File: src/rtl/mem_access_unit_pkg.sv
// Shared encodings for the load/store access unit: access sizes, FSM states
// and the unshifted byte-enable pattern for each access size.
package mem_access_unit_pkg;

  localparam int LSU_DATA_W = 64;
  localparam int LSU_ADDR_W = 64;

  localparam logic [1:0] LSU_SIZE_B = 2'd0;
  localparam logic [1:0] LSU_SIZE_H = 2'd1;
  localparam logic [1:0] LSU_SIZE_W = 2'd2;
  localparam logic [1:0] LSU_SIZE_D = 2'd3;

  typedef enum logic [1:0] {
    LSU_IDLE = 2'd0,
    LSU_REQ  = 2'd1,
    LSU_WAIT = 2'd2,
    LSU_DONE = 2'd3
  } lsu_state_e;

  // Byte enables for an access of the given size starting at byte 0.
  function automatic logic [7:0] lsu_base_mask(input logic [1:0] size);
    logic [7:0] mask;
    case (size)
      LSU_SIZE_B: mask = 8'h01;
      LSU_SIZE_H: mask = 8'h03;
      LSU_SIZE_W: mask = 8'h0F;
      LSU_SIZE_D: mask = 8'hFF;
      default:    mask = 8'h00;
    endcase
    return mask;
  endfunction

endpackage

File: src/rtl/mem_access_unit_if.sv
// Bundles for the two sides of the access unit: the pipeline request/response
// channel (master = pipeline, slave = unit) and the data memory port
// (master = unit, slave = memory).
interface mem_access_unit_if #(
  parameter int DATA_W = 64,
  parameter int ADDR_W = 64
) ();
  logic              req_valid;
  logic              req_ready;
  logic              req_we;
  logic [1:0]        req_size;
  logic              req_unsigned;
  logic [ADDR_W-1:0] req_addr;
  logic [DATA_W-1:0] req_wdata;
  logic              resp_valid;
  logic [DATA_W-1:0] resp_rdata;
  logic              resp_err;
  logic              stall;

  modport master (
    output req_valid, req_we, req_size, req_unsigned, req_addr, req_wdata,
    input  req_ready, resp_valid, resp_rdata, resp_err, stall
  );

  modport slave (
    input  req_valid, req_we, req_size, req_unsigned, req_addr, req_wdata,
    output req_ready, resp_valid, resp_rdata, resp_err, stall
  );
endinterface

interface mem_port_if #(
  parameter int DATA_W = 64,
  parameter int ADDR_W = 64
) ();
  logic              mem_req;
  logic              mem_gnt;
  logic              mem_we;
  logic [ADDR_W-1:0] mem_addr;
  logic [DATA_W-1:0] mem_wdata;
  logic [7:0]        mem_wmask;
  logic              mem_rvalid;
  logic [DATA_W-1:0] mem_rdata;

  modport master (
    output mem_req, mem_we, mem_addr, mem_wdata, mem_wmask,
    input  mem_gnt, mem_rvalid, mem_rdata
  );

  modport slave (
    input  mem_req, mem_we, mem_addr, mem_wdata, mem_wmask,
    output mem_gnt, mem_rvalid, mem_rdata
  );
endinterface

File: src/rtl/mem_access_unit_lsu_align.sv
// Combinational alignment helper: misalignment check on the incoming request,
// store data/byte-enable placement within the 64-bit beat, and load byte
// extraction with sign or zero extension.
module lsu_align
  import mem_access_unit_pkg::*;
(
  input  logic [1:0]            chk_size,
  input  logic [2:0]            chk_off,
  output logic                  misaligned,
  input  logic [1:0]            size,
  input  logic                  is_unsigned,
  input  logic [2:0]            off,
  input  logic [LSU_DATA_W-1:0] wdata,
  input  logic [LSU_DATA_W-1:0] rdata,
  output logic [LSU_DATA_W-1:0] wdata_sh,
  output logic [7:0]            wmask,
  output logic [LSU_DATA_W-1:0] rdata_ext
);

  logic [LSU_DATA_W-1:0] rd_sh_s;

  assign wdata_sh = wdata << {off, 3'b000};
  assign wmask    = lsu_base_mask(size) << off;
  assign rd_sh_s  = rdata >> {off, 3'b000};

  // A half/word/dword must start on its natural boundary; bytes never fault.
  always_comb begin
    misaligned = 1'b0;
    case (chk_size)
      LSU_SIZE_B: misaligned = 1'b0;
      LSU_SIZE_H: misaligned = chk_off[0];
      LSU_SIZE_W: misaligned = |chk_off[1:0];
      LSU_SIZE_D: misaligned = |chk_off;
      default:    misaligned = 1'b0;
    endcase
  end

  // Take the addressed bytes and extend from their top bit unless unsigned.
  always_comb begin
    rdata_ext = 64'd0;
    case (size)
      LSU_SIZE_B: rdata_ext = {{56{~is_unsigned & rd_sh_s[7]}}, rd_sh_s[7:0]};
      LSU_SIZE_H: rdata_ext = {{48{~is_unsigned & rd_sh_s[15]}}, rd_sh_s[15:0]};
      LSU_SIZE_W: rdata_ext = {{32{~is_unsigned & rd_sh_s[31]}}, rd_sh_s[31:0]};
      LSU_SIZE_D: rdata_ext = rd_sh_s;
      default:    rdata_ext = 64'd0;
    endcase
  end

endmodule

File: src/rtl/mem_access_unit.sv
// Load/store access unit: accepts one pipeline memory op, issues it as a single
// aligned 64-bit beat, waits for the memory answer and returns one response
// pulse. Misaligned ops are answered with an error without touching memory.
module mem_access_unit
  import mem_access_unit_pkg::*;
#(
  parameter int DATA_W = LSU_DATA_W,
  parameter int ADDR_W = LSU_ADDR_W
) (
  input logic              clk,
  input logic              rst_n,
  mem_access_unit_if.slave core,
  mem_port_if.master       mem
);

  lsu_state_e        state_r, state_s;
  logic              we_r, uns_r, err_r;
  logic [1:0]        size_r;
  logic [ADDR_W-1:0] addr_r;
  logic [DATA_W-1:0] wdata_r, rdata_r;
  logic              mis_s, capture_s, accept_s;
  logic [DATA_W-1:0] wdata_sh_s, rdata_ext_s;
  logic [7:0]        wmask_s;

  lsu_align u_align (
    .chk_size   (core.req_size),
    .chk_off    (core.req_addr[2:0]),
    .misaligned (mis_s),
    .size       (size_r),
    .is_unsigned(uns_r),
    .off        (addr_r[2:0]),
    .wdata      (wdata_r),
    .rdata      (mem.mem_rdata),
    .wdata_sh   (wdata_sh_s),
    .wmask      (wmask_s),
    .rdata_ext  (rdata_ext_s)
  );

  assign accept_s  = (state_r == LSU_IDLE) & core.req_valid;
  assign capture_s = ((state_r == LSU_REQ) & mem.mem_gnt & mem.mem_rvalid) |
                     ((state_r == LSU_WAIT) & mem.mem_rvalid);

  assign mem.mem_addr  = {addr_r[ADDR_W-1:3], 3'b000};
  assign mem.mem_wdata = wdata_sh_s;
  assign core.resp_rdata = rdata_r;
  assign core.resp_err   = err_r;

  // State register.
  always_ff @(posedge clk or negedge rst_n) begin
    if (!rst_n) begin
      state_r <= LSU_IDLE;
    end else begin
      state_r <= state_s;
    end
  end

  // Next-state decode and state-driven handshake outputs.
  always_comb begin
    state_s         = state_r;
    core.req_ready  = 1'b0;
    core.resp_valid = 1'b0;
    core.stall      = 1'b0;
    mem.mem_req     = 1'b0;
    mem.mem_we      = 1'b0;
    mem.mem_wmask   = 8'h00;
    case (state_r)
      LSU_IDLE: begin
        core.req_ready = 1'b1;
        core.stall     = core.req_valid;
        if (core.req_valid) begin
          if (mis_s) begin
            state_s = LSU_DONE;
          end else begin
            state_s = LSU_REQ;
          end
        end else begin
          state_s = LSU_IDLE;
        end
      end
      LSU_REQ: begin
        core.stall    = 1'b1;
        mem.mem_req   = 1'b1;
        mem.mem_we    = we_r;
        mem.mem_wmask = wmask_s;
        if (mem.mem_gnt) begin
          if (mem.mem_rvalid) begin
            state_s = LSU_DONE;
          end else begin
            state_s = LSU_WAIT;
          end
        end else begin
          state_s = LSU_REQ;
        end
      end
      LSU_WAIT: begin
        core.stall = 1'b1;
        if (mem.mem_rvalid) begin
          state_s = LSU_DONE;
        end else begin
          state_s = LSU_WAIT;
        end
      end
      LSU_DONE: begin
        core.resp_valid = 1'b1;
        state_s         = LSU_IDLE;
      end
      default: begin
        state_s = LSU_IDLE;
      end
    endcase
  end

  // Request capture on accept and response data capture on the memory answer.
  always_ff @(posedge clk or negedge rst_n) begin
    if (!rst_n) begin
      we_r    <= 1'b0;
      uns_r   <= 1'b0;
      size_r  <= 2'd0;
      addr_r  <= '0;
      wdata_r <= '0;
      rdata_r <= '0;
      err_r   <= 1'b0;
    end else if (accept_s) begin
      we_r    <= core.req_we;
      uns_r   <= core.req_unsigned;
      size_r  <= core.req_size;
      addr_r  <= core.req_addr;
      wdata_r <= core.req_wdata;
      rdata_r <= '0;
      err_r   <= mis_s;
    end else if (capture_s) begin
      rdata_r <= we_r ? '0 : rdata_ext_s;
      err_r   <= 1'b0;
    end
  end

endmodule

File: src/flat_wrapper.sv
// flat-port wrapper written by rule: the top's interface ports become plain ports
module mem_access_unit_flat import mem_access_unit_pkg::*;
#(
  parameter int DATA_W = LSU_DATA_W,
  parameter int ADDR_W = LSU_ADDR_W
)
  (clk, rst_n, core_req_valid, core_req_we, core_req_size, core_req_unsigned, core_req_addr, core_req_wdata, core_req_ready, core_resp_valid, core_resp_rdata, core_resp_err, core_stall, mem_mem_req, mem_mem_we, mem_mem_addr, mem_mem_wdata, mem_mem_wmask, mem_mem_gnt, mem_mem_rvalid, mem_mem_rdata);
  mem_access_unit_if #(.DATA_W(DATA_W), .ADDR_W(ADDR_W)) core_i ();
  mem_port_if #(.DATA_W(DATA_W), .ADDR_W(ADDR_W)) mem_i ();
  input logic clk;
  input logic rst_n;
  input wire logic [$bits(core_i.req_valid)-1:0] core_req_valid;
  input wire logic [$bits(core_i.req_we)-1:0] core_req_we;
  input wire logic [$bits(core_i.req_size)-1:0] core_req_size;
  input wire logic [$bits(core_i.req_unsigned)-1:0] core_req_unsigned;
  input wire logic [$bits(core_i.req_addr)-1:0] core_req_addr;
  input wire logic [$bits(core_i.req_wdata)-1:0] core_req_wdata;
  output wire logic [$bits(core_i.req_ready)-1:0] core_req_ready;
  output wire logic [$bits(core_i.resp_valid)-1:0] core_resp_valid;
  output wire logic [$bits(core_i.resp_rdata)-1:0] core_resp_rdata;
  output wire logic [$bits(core_i.resp_err)-1:0] core_resp_err;
  output wire logic [$bits(core_i.stall)-1:0] core_stall;
  output wire logic [$bits(mem_i.mem_req)-1:0] mem_mem_req;
  output wire logic [$bits(mem_i.mem_we)-1:0] mem_mem_we;
  output wire logic [$bits(mem_i.mem_addr)-1:0] mem_mem_addr;
  output wire logic [$bits(mem_i.mem_wdata)-1:0] mem_mem_wdata;
  output wire logic [$bits(mem_i.mem_wmask)-1:0] mem_mem_wmask;
  input wire logic [$bits(mem_i.mem_gnt)-1:0] mem_mem_gnt;
  input wire logic [$bits(mem_i.mem_rvalid)-1:0] mem_mem_rvalid;
  input wire logic [$bits(mem_i.mem_rdata)-1:0] mem_mem_rdata;
  assign core_i.req_valid = core_req_valid;
  assign core_i.req_we = core_req_we;
  assign core_i.req_size = core_req_size;
  assign core_i.req_unsigned = core_req_unsigned;
  assign core_i.req_addr = core_req_addr;
  assign core_i.req_wdata = core_req_wdata;
  assign core_req_ready = core_i.req_ready;
  assign core_resp_valid = core_i.resp_valid;
  assign core_resp_rdata = core_i.resp_rdata;
  assign core_resp_err = core_i.resp_err;
  assign core_stall = core_i.stall;
  assign mem_mem_req = mem_i.mem_req;
  assign mem_mem_we = mem_i.mem_we;
  assign mem_mem_addr = mem_i.mem_addr;
  assign mem_mem_wdata = mem_i.mem_wdata;
  assign mem_mem_wmask = mem_i.mem_wmask;
  assign mem_i.mem_gnt = mem_mem_gnt;
  assign mem_i.mem_rvalid = mem_mem_rvalid;
  assign mem_i.mem_rdata = mem_mem_rdata;
  mem_access_unit #(.DATA_W(DATA_W), .ADDR_W(ADDR_W)) u_core (.clk(clk), .rst_n(rst_n), .core(core_i), .mem(mem_i));
endmodule
File: config.mk
export PLATFORM = sky130hd
export DESIGN_NAME = mem_access_unit_flat
export DESIGN_NICKNAME = d
export VERILOG_FILES = /design/src/rtl/mem_access_unit_pkg.sv /design/src/rtl/mem_access_unit_if.sv /design/src/rtl/mem_access_unit_lsu_align.sv /design/src/rtl/mem_access_unit.sv /design/src/flat_wrapper.sv
export SDC_FILE = /design/constraint.sdc
export NUM_CORES = 1
export LEC_CHECK = 0
export BUFFER_PORTS_ARGS = -buffer_cell sky130_fd_sc_hd__buf_4
export CAP_MARGIN = 20
export CORE_MARGIN = 10
export CORE_UTILIZATION = 47
export CTS_CLUSTER_SIZE = 16
export DETAILED_ROUTE_END_ITERATION = 7
export PLACE_DENSITY = 0.84
export SETUP_SLACK_MARGIN = 0.5
export SYNTH_ARGS = -nofsm -noshare
export SYNTH_HDL_FRONTEND = slang
export SYNTH_HIERARCHICAL = 1
export SYNTH_SLANG_ARGS = --single-unit
File: constraint.sdc
create_clock -name clk -period 1.9 [get_ports clk]
set_input_delay 0.19 -clock clk [delete_from_list [all_inputs] [get_ports clk]]
set_output_delay 0.19 -clock clk [all_outputs]
set_load 0.005 [all_outputs]
# ---- Word-level counts from Yosys, hierarchy flattened
# Index checks and enable logic that the tools add are counted.
dict set report totals {
  word_cells 55
  inputBits 201
  output_inout_bits 206
  ff_bits 199
}
dict set report op_classes {
  shifts 3
  reduce_logical 7
  n_eq_ne 9
  bitwise_logic 9
  mux 19
}
# op count
set ops {}
lappend ops {{$pmux W64 S4} 1}
lappend ops {{$mux W64} 3}
lappend ops {{$shl A64 B6 Y64} 1}
lappend ops {{$shr A64 B6 Y64} 1}
lappend ops {{$pmux W8 S4} 1}
lappend ops {{$eq A2 B2 Y1 const B} 6}
lappend ops {{$mux W8} 1}
lappend ops {{$pmux W2 S4} 1}
lappend ops {{$shl A8 B3 Y8} 1}
lappend ops {{$and A1 B1 Y1} 7}
lappend ops {{$mux W1} 7}
lappend ops {{$eq A2 B1 Y1 const B} 3}
lappend ops {{$logic_not A2 Y1} 3}
lappend ops {{$mux W2} 3}
lappend ops {{$pmux W1 S4} 1}
lappend ops {{$reduce_or A2 Y1} 2}
lappend ops {{$reduce_or A3 Y1} 1}
lappend ops {{$pmux W1 S2} 1}
lappend ops {{$reduce_bool A2 Y1} 1}
lappend ops {{$not A1 Y1} 1}
lappend ops {{$or A1 B1 Y1} 1}

# ---- Logic depth before layout (Yosys ltp)
dict set report depth {
  word_depth 6
  ltp_mapped 11
}

# ---- Hierarchy
# The synthesis kept the hierarchy.
# module cells_per_inst n_inst area_each_um2 seq_area_each_um2
set by_module_without_submodules {}
lappend by_module_without_submodules {mem_access_unit 938 1 8824.7 4979.8}
lappend by_module_without_submodules {lsu_align 554 1 4217.8 0.0}

# ---- Worst setup path after synthesis
# No wires, ideal clock.
dict set report synth_timing {
  kind {register -> register}
  from {register u_core.addr_r[0]}
  to {register u_core.rdata_r[21] (netlist: u_core/core.resp_rdata[21])}
  t_arrival_ns 2.001
  setup_time_ns 0.079
  n_path_buf 4
  setup_slack_ns -0.181
  t_required_ns 1.821
  stages_incl_launch_ff 11
  cell_sequence {dfrtp_1 -> buf_4 -> buf_8 -> mux2i_1 -> a22o_1 -> or4b_4 -> buf_6 -> buf_6 -> o211ai_2 -> nand3b_1 -> mux2i_1}
}
dict set report synth_between {
  elab_chain_cells 6
}
# item line
set synth_lines {}
lappend synth_lines {{start: declaration} mem_access_unit.sv:19} ;# logic [ADDR_W-1:0] addr_r;
lappend synth_lines {{start signal: assignment} mem_access_unit.sv:127} ;# addr_r <= core.req_addr;
lappend synth_lines {{$shr A64 B6 Y64 *} mem_access_unit_lsu_align.sv:24} ;# assign rd_sh_s = rdata >> {off, 3'b000};
lappend synth_lines {{$and A1 B1 Y1 (on tied branches)} {mem_access_unit_lsu_align.sv:43, mem_access_unit_lsu_align.sv:42}}
lappend synth_lines {{$pmux W64 S4 *} mem_access_unit_lsu_align.sv:41} ;# case (size)
lappend synth_lines {{net u_core.rdata_ext_s[21]} mem_access_unit.sv:22} ;# logic [DATA_W-1:0] wdata_sh_s, rdata_ext_s;
lappend synth_lines {{$mux W64 *} mem_access_unit.sv:132} ;# rdata_r <= we_r ? '0 : rdata_ext_s;
lappend synth_lines {{$mux W64 *} mem_access_unit.sv:131} ;# end else if (capture_s) begin
lappend synth_lines {{$mux W64 *} mem_access_unit.sv:123} ;# end else if (accept_s) begin
lappend synth_lines {{end signal: assignment} mem_access_unit.sv:132}
lappend synth_lines {{end: declaration} mem_access_unit.sv:20} ;# logic [DATA_W-1:0] wdata_r, rdata_r;
# Mark *: on every way through the listed nets, which the timed path passes. The rest lies on a longest branch. The select of a mux whose other input is x is not followed.
# A chain may end at the register's enable or synchronous reset.

# ---- Worst setup path after layout
dict set report layout_timing {
  from {register u_core.addr_r[0]}
  to {output port mem_mem_wdata[56]}
}
dict set report layout_between {
  elab_chain_cells 1
}
# item line
set layout_lines {}
lappend layout_lines {{$shl A64 B6 Y64} mem_access_unit_lsu_align.sv:22} ;# assign wdata_sh = wdata << {off, 3'b000};
lappend layout_lines {{end: declaration} flat_wrapper.sv:26} ;# output wire logic [$bits(mem_i.mem_wdata)-1:0] mem_mem_wdata;
# No other way between the ends.

==> metrics.md <==
| Metric | Value |
|---|---|
| Signal arrival time at the worst endpoint | `2.28 ns` |
| Longest Clk Path Bufs | `2` |
| Synth cell types | `50` |
| Area growth from synthesis to final layout | `75.60%` |
| Top Family by Delay on Critical Path | `multiplexers` |
| Total buffers and inverters traversed by the critical path | `3` |
| Initial antenna violation count | `7` |
| Filler cells | `1255` |
| Chain of cells forming the critical path | `buf_12, buf_8, mux2_4, nor2_4, a21oi_2, mux2_4, buf_4` |
| Later-pin clock latency in the skew report | `0.46 ns` |
| Unrepaired setup endpoints after global routing | `true` |
| Time the final worst path needs with I/O delays and setup | `2.472 ns` |
| Most used flip-flop cell after synthesis | `sky130_fd_sc_hd__dfrtp_1` |
| Number of synthesis warnings | `6` |
| Kind of start point of the critical path | `flip-flop` |
| Multi-input gate area | `8334 um^2` |
| Critical Path Max Stage Delay | `0.51 ns` |
| Max-cap violation count | `0` |
| Post-synthesis register bit count | `199` |
| Clock tree sinks | `199` |
| Wire length of the first global-routing pass | `94490 um` |
| Max FO, Critical Path | `10` |
| Max-slew violations | `0` |
| Antenna-violating nets left | `0` |
| Total Neg Setup Slack | `-53.70 ns` |
| Synth cell count leaders | `sky130_fd_sc_hd__nand2_1, sky130_fd_sc_hd__dfrtp_1, sky130_fd_sc_hd__mux2i_1` |
| Worst hold path stage count | `3` |
| Placeable Area | `27100 um^2` |
| Global-route usage over all layers | `34.53%` |
| Crit end category | `primary output` |
| Total global routing overflow | `0` |
| Die span in x | `186.6 um` |
| Vias | `16410` |
| Total leakage power | `10.99 nW` |
| Number of hold-slack violations in the final timing report | `0` |
| Proportion of synthesized chip area in sequential cells | `38.18%` |
| Type of the setup path with the least slack | `reg2out` |
| Synth Cell Area | `13040 um^2` |
| Required time worst endpoint | `1.71 ns` |
| FF/Latch Area | `4990 um^2` |
| Worst-case clock skew | `0.02252 ns` |
| Post-route DRC | `10` |
| Final worst-path cycle share | `130.1%` |
| Largest net degree at the start of global routing | `65` |
| Violations in the final reports | `DRC, setup timing` |
| Top cell type's share of synthesized area | `38.18%` |
| Number of cell instances on the worst register-to-register path | `9` |
| Cells after Synth | `1492` |
| Most common cell in the synthesized netlist | `sky130_fd_sc_hd__nand2_1` |
| Worst hold margin | `0.04830 ns` |
| I/O Buffers | `403` |
| Fraction of layout cells with a size suffix above 1 | `50.73%` |
| Upper clock frequency limit | `404.5 MHz` |
| Post-synthesis async set-or-reset flop share | `100.0%` |
| Number of optimization iterations in the first detailed-route pass | `8` |
| Final Wtd Congestion | `1.024` |
| EDFF count, synth | `0` |
| Number of logic stages on the critical path including buffering | `7` |
| Routed wire length | `76620 um` |
| Vias in the first global route | `15620` |
| Area of the die | `34810 um^2` |
| Most common cell on crit path | `sky130_fd_sc_hd__mux2_4` |
| Core utilization of the finished layout | `84.51%` |
| Via density | `6.538` |
| Master cell of the clock root buffer | `sky130_fd_sc_hd__clkbuf_16` |
| Class of the worst hold path | `in2reg` |
| Number of core rows | `60` |
| Cell with the largest stage delay on the worst path | `sky130_fd_sc_hd__dfrtp_4` |
| I/O Pins | `407` |
| Final routed wire length divided by cell count | `30.54 um` |
| Worst IR drop on VDD | `1367 uV` |
| Library cell with the largest summed area after synthesis | `sky130_fd_sc_hd__dfrtp_1` |
| Clock tree from TritonCTS | `yes` |
| Maximum level of the CTS H-tree | `4` |
| Synth top area cells | `sky130_fd_sc_hd__dfrtp_1, sky130_fd_sc_hd__nand2_1, sky130_fd_sc_hd__mux2i_1, sky130_fd_sc_hd__mux4_2, sky130_fd_sc_hd__buf_4` |
| Final Setup Violations | `134` |
| Initial core utilization | `48.13%` |
| Number of nets in the finished design | `2321` |
| Power per unit of standard cell area | `1991 nW/um^2` |
| Post-CTS clock slew at the launch and capture registers of the worst setup and hold paths | `0.08 ns` |
| Worst-margin pin slew | `0.5605 ns` |
| Detailed Place HPWL | `38180 um` |
| Normalized max-slew margin | `62.63%` |
| Slack of the critical path | `-0.5720 ns` |
| Die outline height | `186.6 um` |
| Iteration-0 DRC count of the detailed router | `2347` |
| Clock buffers created by TritonCTS | `17` |
| Outcome | `complete, but fails checks` |
| Avg Synthesized Cell Area | `8.742 um^2` |
[placed cells by master (no fill, tap or decap), types with 37 or more instances in the layout]
cell type / netlist / final
sky130_fd_sc_hd__nand2_1: 545 / 413
sky130_fd_sc_hd__nand3b_1: 64 / 64
sky130_fd_sc_hd__dfrtp_1: 199 / 195
sky130_fd_sc_hd__mux2i_1: 132 / 110
sky130_fd_sc_hd__buf_4: 74 / 467
sky130_fd_sc_hd__buf_16: 0 / 40
sky130_fd_sc_hd__nand2_4: 0 / 37
sky130_fd_sc_hd__buf_12: 0 / 48
sky130_fd_sc_hd__dlygate4sd3_1: 0 / 131
sky130_fd_sc_hd__buf_6: 14 / 70
sky130_fd_sc_hd__nor2_1: 66 / 39
sky130_fd_sc_hd__nand2_2: 1 / 94
[registers in the layout, summed over array words and instances (netlist names)]
register,cells
u_core/core.resp_err,1
u_core/wdata_r,64
u_core/core.resp_rdata,64
u_core/uns_r,1
u_core/size_r,2
u_core/addr_r,64
u_core/state_r,2
u_core/we_r,1
[path summary, 6_finish.rpt]
kind	startpoint	to	slack, ns
setup / recovery	u_core/addr_r[0]$_DFFE_PN0P_	mem_mem_wdata[56]	-0.57
hold / removal	core_req_size[1]	u_core/size_r[1]$_DFFE_PN0P_	0.05
setup reg to reg	u_core/addr_r[0]$_DFFE_PN0P_	u_core/core.resp_rdata[18]$_DFFE_PN0P_	-0.56
hold reg to reg	u_core/addr_r[29]$_DFFE_PN0P_	u_core/addr_r[29]$_DFFE_PN0P_	0.49
max in group asynchronous	rst_n	u_core/wdata_r[14]$_DFFE_PN0P_	0.87
min in group asynchronous	rst_n	u_core/wdata_r[34]$_DFFE_PN0P_	0.32
[where the power goes]
part	total [mW]	switching [mW]	leakage [nW]	internal (mW)
Combinational	32.4	16.3	8.12	16.1
Sequential	8.88	2.63	2.54	6.25
Clock	4.28	2.28	0.320	2.01
[worst register-to-register path: cells and delay by family (launching register included)]
family                 cells  cell delay [ns]
and+or+nand+nor            2             0.74
DFF                        1             0.51
buffers and inverters      3             0.50
muxes                      2             0.33
AOI/OAI and AO/OA          2             0.30
[metrics by stage]
stage	cell area (um^2)	setup slack [ns]	power, mW	cells
2_1_floorplan	13190	-0.1775	19.79	1494
3_3_place_gp	16570	-0.2118	27.98	2194
3_5_place_dp	16570	-0.2749	28.43	2194
4_1_cts	20950	-0.4775	38.42	2446
5_1_grt	22890	-0.6053	46.57	2503
6_report	22900	-0.5720	45.60	2509
[layer usage]
metal | track usage [%] | part of all wire, % | routed length [um]
met5 | 0 | 0.077 | 59
met4 | 23.26 | 11 | 8378
met3 | 8.901 | 13 | 10310
met2 | 58.26 | 44 | 34050
met1 | 37.66 | 31 | 23820
[cell type report]
type / count / area share (%)
clock inverters: 15 / 1.043
well taps: 372 / 2.032
inverters: 6 / 0.1202
flip-flops and latches: 199 / 21.79
diodes: 8 / 0.08741
repair buffers: 790 / 36.68
multi-input cells: 1102 / 36.39
clock buffers: 17 / 1.857
[logic make-up (layout without fill, tap and decap cells)]
family	after synthesis	count (layout)	synth area share, %
flip-flops	199	199	38.18
AO/OA/AOI/OAI	144	144	7.588
AND/OR/NAND/NOR	757	758	26.53
buffers and inverters	194	828	9.133
other	1	11	0.02875
multiplexers	193	193	18.16
adder cells (fa/ha/maj)	4	4	0.3837
[timing repair]
item                                    in CTS  in global routing
setup buffers                               53                 32
pin swaps                                   64                 92
endpoints found under the setup margin     276                276
hold buffers                               131                  0
cloned                                      36                 23
hold endpoints to repair                   186                  0
resized for setup                          251                316
Power figures use the tool's default switching activity.
